[config.mk]
export PLATFORM = sky130hd
export DESIGN_NAME = pwm_duty_meter_flat
export DESIGN_NICKNAME = d
export VERILOG_FILES = /design/src/rtl/pwm_duty_meter_if.sv /design/src/rtl/pwm_duty_meter.sv /design/src/flat_wrapper.sv
export SDC_FILE = /design/constraint.sdc
export NUM_CORES = 1
export LEC_CHECK = 0
export CAP_MARGIN = 20
export CORE_MARGIN = 2
export CORE_UTILIZATION = 56
export DETAILED_ROUTE_END_ITERATION = 16
export GPL_TIMING_DRIVEN = 1
export PLACE_DENSITY = 0.76
export SETUP_SLACK_MARGIN = 0.4
export SLEW_MARGIN = 20
export SYNTH_ARGS = -nofsm -noshare
export SYNTH_HDL_FRONTEND = slang
export SYNTH_SLANG_ARGS = --single-unit
[constraint.sdc]
create_clock -name clk -period 2.5 [get_ports clk]
set_clock_uncertainty 0.15 [all_clocks]
set_input_delay 0.5 -clock clk [delete_from_list [all_inputs] [get_ports clk]]
set_output_delay 0.5 -clock clk [all_outputs]
set_load 0.01 [all_outputs]
[src/rtl/pwm_duty_meter_if.sv]
//------------------------------------------------------------------------------
// Module : pwm_duty_meter_if
// Brief  : PWM input and measurement results bundle for pwm_duty_meter.
// Rev    : 1.0  initial release
//------------------------------------------------------------------------------
`default_nettype none

interface pwm_duty_meter_if #(
    parameter int CNT_W = 13
);
    logic             pwm_in;
    logic [CNT_W-1:0] duty_cnt;
    logic [CNT_W-1:0] period_cnt;
    logic             meas_valid;
    logic             stuck_high;
    logic             stuck_low;

    modport master (
        output pwm_in,
        input  duty_cnt,
        input  period_cnt,
        input  meas_valid,
        input  stuck_high,
        input  stuck_low
    );

    modport slave (
        input  pwm_in,
        output duty_cnt,
        output period_cnt,
        output meas_valid,
        output stuck_high,
        output stuck_low
    );
endinterface

`default_nettype wire

[src/rtl/pwm_duty_meter.sv]
//------------------------------------------------------------------------------
// Module : pwm_duty_meter
// Brief  : Measures high time and rise-to-rise period of a PWM input in clk
//          cycles and flags a stuck-high or stuck-low input.
// Rev    : 1.0  initial release
//------------------------------------------------------------------------------
`default_nettype none

module pwm_duty_meter #(
    parameter int CNT_W    = 13,
    parameter int TIMEOUT  = 4000,
    parameter int FILT_LEN = 3
) (
    input  wire logic         clk,
    input  wire logic         rst,
    pwm_duty_meter_if.slave   bus
);

    localparam int               c_FCNT_W  = $clog2(FILT_LEN + 1);
    localparam logic [CNT_W-1:0] c_TIMEOUT = CNT_W'(TIMEOUT);
    localparam logic [CNT_W-1:0] c_ONE     = CNT_W'(1);

    typedef enum logic [2:0] {
        S_SYNC    = 3'd0,
        S_HIGH    = 3'd1,
        S_LOW     = 3'd2,
        S_STUCK_H = 3'd3,
        S_STUCK_L = 3'd4
    } state_t;

    // Input conditioning
    logic                r_sync1;
    logic                r_sync2;
    logic                r_lvl;
    logic                r_lvl_known;
    logic [c_FCNT_W-1:0] r_filt_cnt;
    logic                r_rise;
    logic                r_fall;

    logic [c_FCNT_W-1:0] w_filt_inc;
    logic                w_filt_full;

    assign w_filt_inc  = r_filt_cnt + c_FCNT_W'(1);
    assign w_filt_full = (w_filt_inc == c_FCNT_W'(FILT_LEN));

    // Before the level is known, r_lvl tracks the candidate level and the
    // first settled decision is taken silently, so no edge is reported.
    always_ff @(posedge clk) begin
        if (rst) begin
            r_sync1     <= 1'b0;
            r_sync2     <= 1'b0;
            r_lvl       <= 1'b0;
            r_lvl_known <= 1'b0;
            r_filt_cnt  <= '0;
            r_rise      <= 1'b0;
            r_fall      <= 1'b0;
        end else begin
            r_sync1 <= bus.pwm_in;
            r_sync2 <= r_sync1;
            r_rise  <= 1'b0;
            r_fall  <= 1'b0;
            if (!r_lvl_known) begin
                if (r_sync2 == r_lvl) begin
                    if (w_filt_full) begin
                        r_lvl_known <= 1'b1;
                        r_filt_cnt  <= '0;
                    end else begin
                        r_filt_cnt <= w_filt_inc;
                    end
                end else begin
                    r_lvl <= r_sync2;
                    if (FILT_LEN == 1) begin
                        r_lvl_known <= 1'b1;
                        r_filt_cnt  <= '0;
                    end else begin
                        r_filt_cnt <= c_FCNT_W'(1);
                    end
                end
            end else if (r_sync2 != r_lvl) begin
                if (w_filt_full) begin
                    r_lvl      <= r_sync2;
                    r_filt_cnt <= '0;
                    r_rise     <= r_sync2;
                    r_fall     <= ~r_sync2;
                end else begin
                    r_filt_cnt <= w_filt_inc;
                end
            end else begin
                r_filt_cnt <= '0;
            end
        end
    end

    // Measurement state machine
    state_t           r_state;
    logic [CNT_W-1:0] r_hi_cnt;
    logic [CNT_W-1:0] r_per_cnt;
    logic [CNT_W-1:0] r_duty;
    logic [CNT_W-1:0] r_period;
    logic             r_meas_valid;
    logic             r_stuck_high;
    logic             r_stuck_low;

    logic [CNT_W-1:0] w_per_inc;
    logic             w_per_hit;

    // per_cnt saturates, and a stuck flag rises on the edge it reaches TIMEOUT
    assign w_per_inc = (r_per_cnt >= c_TIMEOUT) ? c_TIMEOUT : (r_per_cnt + c_ONE);
    assign w_per_hit = (w_per_inc == c_TIMEOUT);

    always_ff @(posedge clk) begin
        if (rst) begin
            r_state      <= S_SYNC;
            r_hi_cnt     <= '0;
            r_per_cnt    <= '0;
            r_duty       <= '0;
            r_period     <= '0;
            r_meas_valid <= 1'b0;
            r_stuck_high <= 1'b0;
            r_stuck_low  <= 1'b0;
        end else begin
            r_meas_valid <= 1'b0;
            case (r_state)
                S_SYNC: begin
                    if (r_rise) begin
                        r_state   <= S_HIGH;
                        r_hi_cnt  <= c_ONE;
                        r_per_cnt <= c_ONE;
                    end else if (r_fall) begin
                        r_per_cnt <= '0;
                    end else begin
                        r_per_cnt <= w_per_inc;
                        if (w_per_hit) begin
                            if (r_lvl_known && r_lvl) begin
                                r_state      <= S_STUCK_H;
                                r_stuck_high <= 1'b1;
                            end else begin
                                r_state     <= S_STUCK_L;
                                r_stuck_low <= 1'b1;
                            end
                        end
                    end
                end

                S_HIGH: begin
                    r_per_cnt <= w_per_inc;
                    if (r_fall) begin
                        r_state <= S_LOW;
                    end else begin
                        r_hi_cnt <= r_hi_cnt + c_ONE;
                        if (w_per_hit) begin
                            r_state      <= S_STUCK_H;
                            r_stuck_high <= 1'b1;
                        end
                    end
                end

                S_LOW: begin
                    if (r_rise) begin
                        r_duty       <= r_hi_cnt;
                        r_period     <= r_per_cnt;
                        r_meas_valid <= 1'b1;
                        r_hi_cnt     <= c_ONE;
                        r_per_cnt    <= c_ONE;
                        r_state      <= S_HIGH;
                    end else begin
                        r_per_cnt <= w_per_inc;
                        if (w_per_hit) begin
                            r_state     <= S_STUCK_L;
                            r_stuck_low <= 1'b1;
                        end
                    end
                end

                S_STUCK_H: begin
                    // The interrupted period is dropped; resynchronise on the next rise
                    if (r_fall) begin
                        r_state      <= S_SYNC;
                        r_stuck_high <= 1'b0;
                        r_per_cnt    <= '0;
                    end
                end

                S_STUCK_L: begin
                    if (r_rise) begin
                        r_state     <= S_HIGH;
                        r_hi_cnt    <= c_ONE;
                        r_per_cnt   <= c_ONE;
                        r_stuck_low <= 1'b0;
                    end
                end

                default: begin
                    r_state <= S_SYNC;
                end
            endcase
        end
    end

    assign bus.duty_cnt   = r_duty;
    assign bus.period_cnt = r_period;
    assign bus.meas_valid = r_meas_valid;
    assign bus.stuck_high = r_stuck_high;
    assign bus.stuck_low  = r_stuck_low;

endmodule

`default_nettype wire
[src/flat_wrapper.sv]
// flat-port wrapper written by rule: the top's interface ports become plain ports
module pwm_duty_meter_flat 
#(
    parameter int CNT_W    = 13,
    parameter int TIMEOUT  = 4000,
    parameter int FILT_LEN = 3
)
  (clk, rst, bus_pwm_in, bus_duty_cnt, bus_period_cnt, bus_meas_valid, bus_stuck_high, bus_stuck_low);
  pwm_duty_meter_if #(.CNT_W(CNT_W)) bus_i ();
  input  wire logic clk;
  input  wire logic rst;
  input wire logic [$bits(bus_i.pwm_in)-1:0] bus_pwm_in;
  output wire logic [$bits(bus_i.duty_cnt)-1:0] bus_duty_cnt;
  output wire logic [$bits(bus_i.period_cnt)-1:0] bus_period_cnt;
  output wire logic [$bits(bus_i.meas_valid)-1:0] bus_meas_valid;
  output wire logic [$bits(bus_i.stuck_high)-1:0] bus_stuck_high;
  output wire logic [$bits(bus_i.stuck_low)-1:0] bus_stuck_low;
  assign bus_i.pwm_in = bus_pwm_in;
  assign bus_duty_cnt = bus_i.duty_cnt;
  assign bus_period_cnt = bus_i.period_cnt;
  assign bus_meas_valid = bus_i.meas_valid;
  assign bus_stuck_high = bus_i.stuck_high;
  assign bus_stuck_low = bus_i.stuck_low;
  pwm_duty_meter #(.CNT_W(CNT_W), .TIMEOUT(TIMEOUT), .FILT_LEN(FILT_LEN)) u_core (.clk(clk), .rst(rst), .bus(bus_i));
endmodule
==> impl_metrics.ini, run 1 <==
[outcome]
outcome = finished, final reports clean

[clocking]
cts.sinks = 66
cts_hold_buffers = 0
clk_path_buf_depth = 2
path_clk_slew_ns = 0.08
cts_tree = done
h-tree-depth = 3
clk_latency_ns = 0.33
cts_buffers = 9
cts_root_buf = clkbuf_8

[synth]
synth_cell_types = 53
ys_warn_count = 0
synth_top_cells_by_area = dfxtp_1 (42%), nand2_1 (8.2%), a21oi_1 (7.8%)
yosysMostFrequentCell = nand2_1
synth_async_sr_flop_share = 0
netlist_instances = 398
yosys.area.top_type_share = 0.422
yosysTopAreaCell = dfxtp_1
synth-edff-count = 0
synth_nets = 404
ys_dominant_reg_cell = dfxtp_1
avgSynthCellArea_sq_um = 7.87
syn_area_sq_mm = 0.00313
yosys-top-cells-count = nand2_1 (68), dfxtp_1 (66), a21oi_1 (49), nor2_1 (38), o21ai_0 (25)
yosys_register_bits = 66
seq_area_frac_synth = 0.422

[placement]
post-place-cells = 487
portBuffers = 31
dp_slack_ns = 0.263
dpl_cell_area_sq_mm = 0.00352
dp_hpwl_microns = 4870
routabilityCongestion = 0.930

[worst_setup_path]
cp_slowest_cell = dfxtp_2
critPathCaptureType = flop
cpPeakStageDelay_ns = 0.36
r2r-start = u_core.r_per_cnt[1]$_SDFFE_PP0P_
cp-startpoint = u_core.r_per_cnt[1]$_SDFFE_PP0P_
start_kind = flop
cp_top_family = compound AO/OA/AOI/OAI gates
r2r_setup_slack_ns = 0.45
worstPathCellList = buf_6 > nand3_2 > nor3_4 > xnor2_1 > o41ai_4 > buf_4 > a21oi_2 > a311oi_2
worstPathMaxFanout = 9
critPathArrivalTime_ns = 2.15
critPathBufInv = 2
crit_type = flop to flop
crit_required_ns = 2.59

[floorplan]
ios = 32
rows = 27
core_sq_mm = 0.00544
start_util = 0.576
die_w_microns = 78.8
dieArea_sq_mm = 0.00621
die_h_microns = 78.8

[detailed_routing]
drcViolationCount = 0
vias = 2920
ant_nets = 0
viasPerCell = 5.68
drtPass1Iterations = 4
wire_per_inst_microns = 14.2
drt_first_iter_violations = 209
routed_wl_microns = 7310

[cells_and_area]
diodes = 0
syn2layout_area_growth_pct = 26.0
fin_area_sq_mm = 0.00395
finish.utilization = 0.726
final_nets = 443
instances_no_fill = 514
drive_gt1_frac = 0.176

[global_routing]
first_global_vias = 2644
grt_first_pass_wirelength_microns = 12000
antenna_found_initial = 0
grtUsageTotal = 0.241
use_met1 = 0.319
met2_usage = 0.399
grt_use_met3 = 0.0398
grt_max_degree = 28
busiest_layer = met2
gr-total-overflow = 0

[timing]
hold_violations = 0
final-max-slew-violation-count = 0
fin_crit_ns = 2.05
rsz0062_at_grt = true
min_period_over_period = 0.820
worst_slew_pin_slew_ns = 0.511
max_slew_margin = 0.657
finalSetupTns_ns = 0
setup_viol = 0
max_freq_mhz = 488
layout_setup_ws_ns = 0.449

[pwr]
internal-power_mw = 1.57
seqPwrFrac = 0.517
p_leak_nw = 1.38
pwr-share-clk = 0.436
p_per_area_mw_per_mm2 = 524
switching_share = 0.241
switching_power_mw = 0.500
peakVddDrop_v = 0.000587
combPwrFrac = 0.047

[hold_path]
hold_class = flop to flop
hp-start = u_core.r_filt_cnt[1]$_SDFF_PP0_

[run]
drv_cap = 0
## stage by stage
| step | hold slack (ns) | total power, mW |
|---|---|---|
| after global routing | 0.298 | 2.14 |
| after detailed placement | 0.279 | 1.18 |
| after floorplan | 0.254 | 1.16 |
| after CTS | 0.293 | 2.08 |
| after global placement | 0.264 | 1.18 |
| final | 0.287 | 2.07 |
## worst paths after layout
path | to | cells after the start
max | u_core.bus.stuck_low$_SDFFE_PP0P_ | 8
min | u_core.r_filt_cnt[1]$_SDFF_PP0_ | 1
max reg2reg | u_core.bus.stuck_low$_SDFFE_PP0P_ | 8
min reg2reg | u_core.r_filt_cnt[1]$_SDFF_PP0_ | 1
## power groups by stage
| stage | registers [mW] | logic, mW | clock network, mW |
|---|---|---|---|
| global route | 1.07 | 0.105 | 0.965 |
| CTS | 1.08 | 0.0859 | 0.919 |
| finish | 1.07 | 0.0966 | 0.902 |
| detailed placement | 1.10 | 0.0810 | 0 |
| floorplan | 1.09 | 0.0638 | 0 |
| global placement | 1.10 | 0.0797 | 0 |
## cells by family after synthesis
| kind of cell | synth area share |
|---|---|
| AO/OA/AOI/OAI | 0.203 |
| buffers and inverters | 0.0515 |
| XOR/XNOR | 0.0336 |
| adder cells (fa/ha/maj) | 0.0152 |
| flip-flops | 0.422 |
| multiplexers | 0.00639 |
| AND/OR/NAND/NOR | 0.268 |
## repair_timing
action                                  4_1_cts  5_1_grt
resized for setup                            15       29
endpoints found under the setup margin       34       43
buffers inserted                              4        7
hold endpoints to repair                      0        0
pin swaps                                     2        8
## placed cells by master, fill, tap and decap left out, types with 5 or more instances in the layout
master           synthesis  final
xnor2_1                  7      7
or3_1                    8      7
o21ai_0                 25     22
clkbuf_8                 0      9
clkdlybuf4s50_1          0     30
nor2_1                  38     38
nand4_1                  5      5
a31oi_1                  6      6
dfxtp_4                  0      6
a21oi_1                 49     47
inv_1                   10     10
nor2b_1                  7      7
dfxtp_2                  0      6
buf_4                    1     21
buf_6                    0      5
nand3_1                  8      6
dfxtp_1                 66     54
nor3_1                   8      7
nand2_1                 68     66
xor2_1                   5      5
## flip-flops by register name (all words and copies together) (netlist names), 2 cells and up
name / flops
u_core.r_hi_cnt: 13
u_core.bus.period_cnt: 13
u_core.r_per_cnt: 13
u_core.bus.duty_cnt: 13
u_core.r_filt_cnt: 2
u_core.r_state: 3
## final cells by class
| type | instances | area [sq um] |
|---|---|---|
| Multi-Input combinational cell | 293 | 1750 |
| Fill cell | 427 | 1490 |
| Sequential cell | 66 | 1350 |
| Timing Repair Buffer | 57 | 519 |
| Clock buffer | 9 | 124 |
| Tap cell | 72 | 90.1 |
| Clock inverter | 7 | 78.8 |
| Inverter | 10 | 37.5 |
## layer usage
layer,wire [microns],vias up
li1,-,1467
met3,291,11
met5,0,-
met2,3560,71
met1,3350,1371
met4,114,0
## worst reg2reg max path, cell delays in order, from the launching register on
cell and delay (ns):
dfxtp_2 0.36, buf_6 0.15, nand3_2 0.13, nor3_4 0.24, xnor2_1 0.14, o41ai_4 0.32
buf_4 0.19, a21oi_2 0.06, a311oi_2 0.22
(Power assumes the default switching activity.)
==> run 2, diff against run 1 <==
--- a/config.mk
+++ b/config.mk
@@ -7,10 +7,10 @@
 export LEC_CHECK = 0
 export CAP_MARGIN = 20
 export CORE_MARGIN = 2
-export CORE_UTILIZATION = 56
+export CORE_UTILIZATION = 51
 export DETAILED_ROUTE_END_ITERATION = 16
 export GPL_TIMING_DRIVEN = 1
-export PLACE_DENSITY = 0.76
+export PLACE_DENSITY = 0.73
 export SETUP_SLACK_MARGIN = 0.4
 export SLEW_MARGIN = 20
 export SYNTH_ARGS = -nofsm -noshare
==> constraint.sdc (replaced) <==
create_clock -name clk -period 1.7 [get_ports clk]
set_clock_uncertainty 0.15 [all_clocks]
set_input_delay 0.34 -clock clk [delete_from_list [all_inputs] [get_ports clk]]
set_output_delay 0.34 -clock clk [all_outputs]
set_load 0.01 [all_outputs]
==> run 2 against run 1 <==
Area after synthesis did not move. The run now fails in 5_1_grt. Synthesized cell count is the same.
==> impl_metrics.ini, run 2 <==
[outcome]
outcome = stopped before the end
stop_stage = 5_1_grt
firstError = [ERROR DPL-0033] detailed placement checks failed during check placement.

[synth]
avgSynthCellArea_sq_um = 7.87
yosys_register_bits = 66
ys_dominant_reg_cell = dfxtp_1
yosysMostFrequentCell = nand2_1
ys_warn_count = 0
yosys.area.top_type_share = 0.422
synth_nets = 404
synth_top_cells_by_area = dfxtp_1 (42%), nand2_1 (8.2%), a21oi_1 (7.8%)
syn_area_sq_mm = 0.00313
synth_async_sr_flop_share = 0
synth-edff-count = 0
yosys-top-cells-count = nand2_1 (68), dfxtp_1 (66), a21oi_1 (49), nor2_1 (38), o21ai_0 (25)
synth_cell_types = 53
netlist_instances = 398
seq_area_frac_synth = 0.422
yosysTopAreaCell = dfxtp_1

[clocking]
cts.sinks = 66
cts_buffers = 9
h-tree-depth = 3
cts_root_buf = clkbuf_8
cts_hold_buffers = 0
clk_path_buf_depth = 2

[floorplan]
ios = 32
start_util = 0.529
die_h_microns = 82.4
rows = 28
die_w_microns = 82.4

[placement]
dp_slack_ns = -0.379
post-place-cells = 549
routabilityCongestion = 0.844
dp_hpwl_microns = 5910
portBuffers = 31

[global_routing]
antenna_found_initial = 1
grt_max_degree = 24

[timing]
worst-ep-kind = register input
worstEndpointGrtRepair = u_core.bus.stuck_low$_SDFFE_PP0P_/D
## run 2: cell counts after synthesis
Identical to the previous run, type by type.
## run 2: what timing repair did
action,4_1_cts
buffers inserted,14
gates resized for setup,246
cloned,2
setup endpoints to repair,88
pin swaps,23
## run 2: cell families after synthesis
kind of cell / Yosys count / synth area share
AND/OR/NAND/NOR: 172 / 0.268
AO/OA/AOI/OAI: 103 / 0.203
flip-flops: 66 / 0.422
buffers and inverters: 39 / 0.0515
XOR/XNOR: 12 / 0.0336
adder cells (fa/ha/maj): 4 / 0.0152
multiplexers: 2 / 0.00639
## run 2: stage by stage
stage               instance area, sq um  hold slack, ns  setup TNS, ns
floorplan                           3380           0.254          -1.62
global placement                    4120           0.272          -2.82
detailed placement                  4120           0.278          -3.29
CTS                                 4830           0.197          -2.45
==> run 3, diff against run 2 <==
--- a/config.mk
+++ b/config.mk
@@ -7,11 +7,10 @@
 export LEC_CHECK = 0
 export CAP_MARGIN = 20
 export CORE_MARGIN = 2
-export CORE_UTILIZATION = 51
+export CORE_UTILIZATION = 40
 export DETAILED_ROUTE_END_ITERATION = 16
 export GPL_TIMING_DRIVEN = 1
-export PLACE_DENSITY = 0.73
-export SETUP_SLACK_MARGIN = 0.4
+export PLACE_DENSITY_LB_ADDON = 0.15
 export SLEW_MARGIN = 20
 export SYNTH_ARGS = -nofsm -noshare
 export SYNTH_HDL_FRONTEND = slang
==> constraint.sdc (replaced) <==
create_clock -name clk -period 2.2 [get_ports clk]
set_clock_uncertainty 0.15 [all_clocks]
set_input_delay 0.44 -clock clk [delete_from_list [all_inputs] [get_ports clk]]
set_output_delay 0.44 -clock clk [all_outputs]
set_load 0.01 [all_outputs]
==> run 3 against run 2 <==
The flow now finishes without violations.
==> impl_metrics.ini, run 3 (same netlist as run 1, synthesis figures left out) <==
[outcome]
outcome = finished, final reports clean

[clocking]
h-tree-depth = 3
path_clk_slew_ns = 0.08
cts_tree = done
clk_latency_ns = 0.35
cts.sinks = 66
cts_hold_buffers = 0
cts_buffers = 9
clk_path_buf_depth = 2
cts_root_buf = clkbuf_8

[floorplan]
core_sq_mm = 0.00765
ios = 32
die_w_microns = 92.5
start_util = 0.410
die_h_microns = 92.5
rows = 32
dieArea_sq_mm = 0.00855

[timing]
fin_crit_ns = 2.12
final-max-slew-violation-count = 0
setup_viol = 0
hold-worst-slack_ns = 0.274
hold_violations = 0
min_period_over_period = 0.966
worst_slew_pin_slew_ns = 0.424
max_slew_margin = 0.715
max_freq_mhz = 471

[pwr]
p_per_area_mw_per_mm2 = 619
peakVddDrop_v = 0.000623
p_leak_nw = 1.43

[global_routing]
grt_first_pass_wirelength_microns = 12600
antenna_found_initial = 0
first_global_vias = 2797
gr-total-overflow = 0
grt_max_degree = 28
grtUsageTotal = 0.183

[placement]
routabilityCongestion = 0.834
dp_hpwl_microns = 5230
dpl_cell_area_sq_mm = 0.00370
post-place-cells = 536
portBuffers = 31

[detailed_routing]
drtPass1Iterations = 4
vias = 2892
wire_per_inst_microns = 13.6
viasPerCell = 5.23
drcViolationCount = 0
ant_nets = 0
drt_first_iter_violations = 127
routed_wl_microns = 7510

[cells_and_area]
drive_gt1_frac = 0.171
instances_no_fill = 553
diodes = 0
fin_area_sq_mm = 0.00402
syn2layout_area_growth_pct = 28.3
most-common-layout-cells = nand2_1 (66), dfxtp_1 (59), a21oi_1 (48), nor2_1 (38), buf_4 (32)
final_nets = 452
final_common_cell = nand2_1

[worst_setup_path]
r2r_setup_slack_ns = 0.08
cpPeakStageDelay_ns = 0.34
critPathCaptureType = flop
critPathArrivalTime_ns = 2.24
crit_required_ns = 2.32
cp_top_family = compound AO/OA/AOI/OAI gates
cp_slowest_cell = dfxtp_2
start_kind = flop
worstPathCellList = buf_6 > a211o_1 > a21oi_2 > o32ai_2 > buf_4 > o41ai_4 > buf_4 > a21oi_2 > a311oi_2
worstPathMaxFanout = 9
critPathBufInv = 3
crit_type = flop to flop

[hold_path]
hold_class = input port to flop

[run]
drv_cap = 0
-- run 3: layer usage --
layer,global-route usage,up-vias,wire length [microns]
li1,-,1485,-
met1,0.233,1347,3570
met2,0.302,50,3560
met3,0.0456,10,304
met4,0.0647,0,79
met5,0,-,0
-- run 3: area by class of cell --
class,count,area [sq um]
Clock buffer,9,124
Clock inverter,7,103
Fill cell,766,3630
Inverter,10,37.5
Multi-Input combinational cell,293,1720
Sequential cell,66,1330
Tap cell,102,128
Timing Repair Buffer,66,579
-- run 3: path summary, 6_finish.rpt --
check,start,to,cells past startpoint
worst max-delay path,u_core.r_per_cnt[1]$_SDFFE_PP0P_,u_core.bus.stuck_low$_SDFFE_PP0P_,9
worst min-delay path,rst,u_core.r_per_cnt[10]$_SDFFE_PP0P_,2
worst max register to register,u_core.r_per_cnt[1]$_SDFFE_PP0P_,u_core.bus.stuck_low$_SDFFE_PP0P_,9
worst min register to register,u_core.r_filt_cnt[1]$_SDFF_PP0_,u_core.r_filt_cnt[1]$_SDFF_PP0_,1
-- run 3: metrics by stage --
step	util	setup WS, ns	TNS (ns)	total power [mW]
2_1_floorplan	-	0.206	0	1.31
3_3_place_gp	0.484	0.0230	0	1.34
3_5_place_dp	0.484	-0.0322	-0.0322	1.35
4_1_cts	0.515	0.0303	0	2.51
5_1_grt	0.525	-0.0245	-0.0245	2.58
6_report	0.525	0.0752	0	2.49
-- run 3: repair_timing --
| item | CTS | global route |
|---|---|---|
| pin swaps | 1 | 4 |
| setup buffers | 1 | 0 |
| endpoints found under the setup margin | 1 | 5 |
| resized for setup | 2 | 19 |
-- run 3: where the power goes --
part | total, mW | internal (mW) | switching [mW]
logic | 0.108 | 0.0487 | 0.0597
registers | 1.22 | 1.21 | 0.0144
clock network | 1.16 | 0.649 | 0.508
==> run 4, diff against run 3 <==
--- a/config.mk
+++ b/config.mk
@@ -11,7 +11,6 @@
 export DETAILED_ROUTE_END_ITERATION = 16
 export GPL_TIMING_DRIVEN = 1
 export PLACE_DENSITY_LB_ADDON = 0.15
-export SLEW_MARGIN = 20
 export SYNTH_ARGS = -nofsm -noshare
 export SYNTH_HDL_FRONTEND = slang
 export SYNTH_SLANG_ARGS = --single-unit
==> results of run 4 <==
Same layout as run 3: the final DEF is identical, and so are final timing and power.
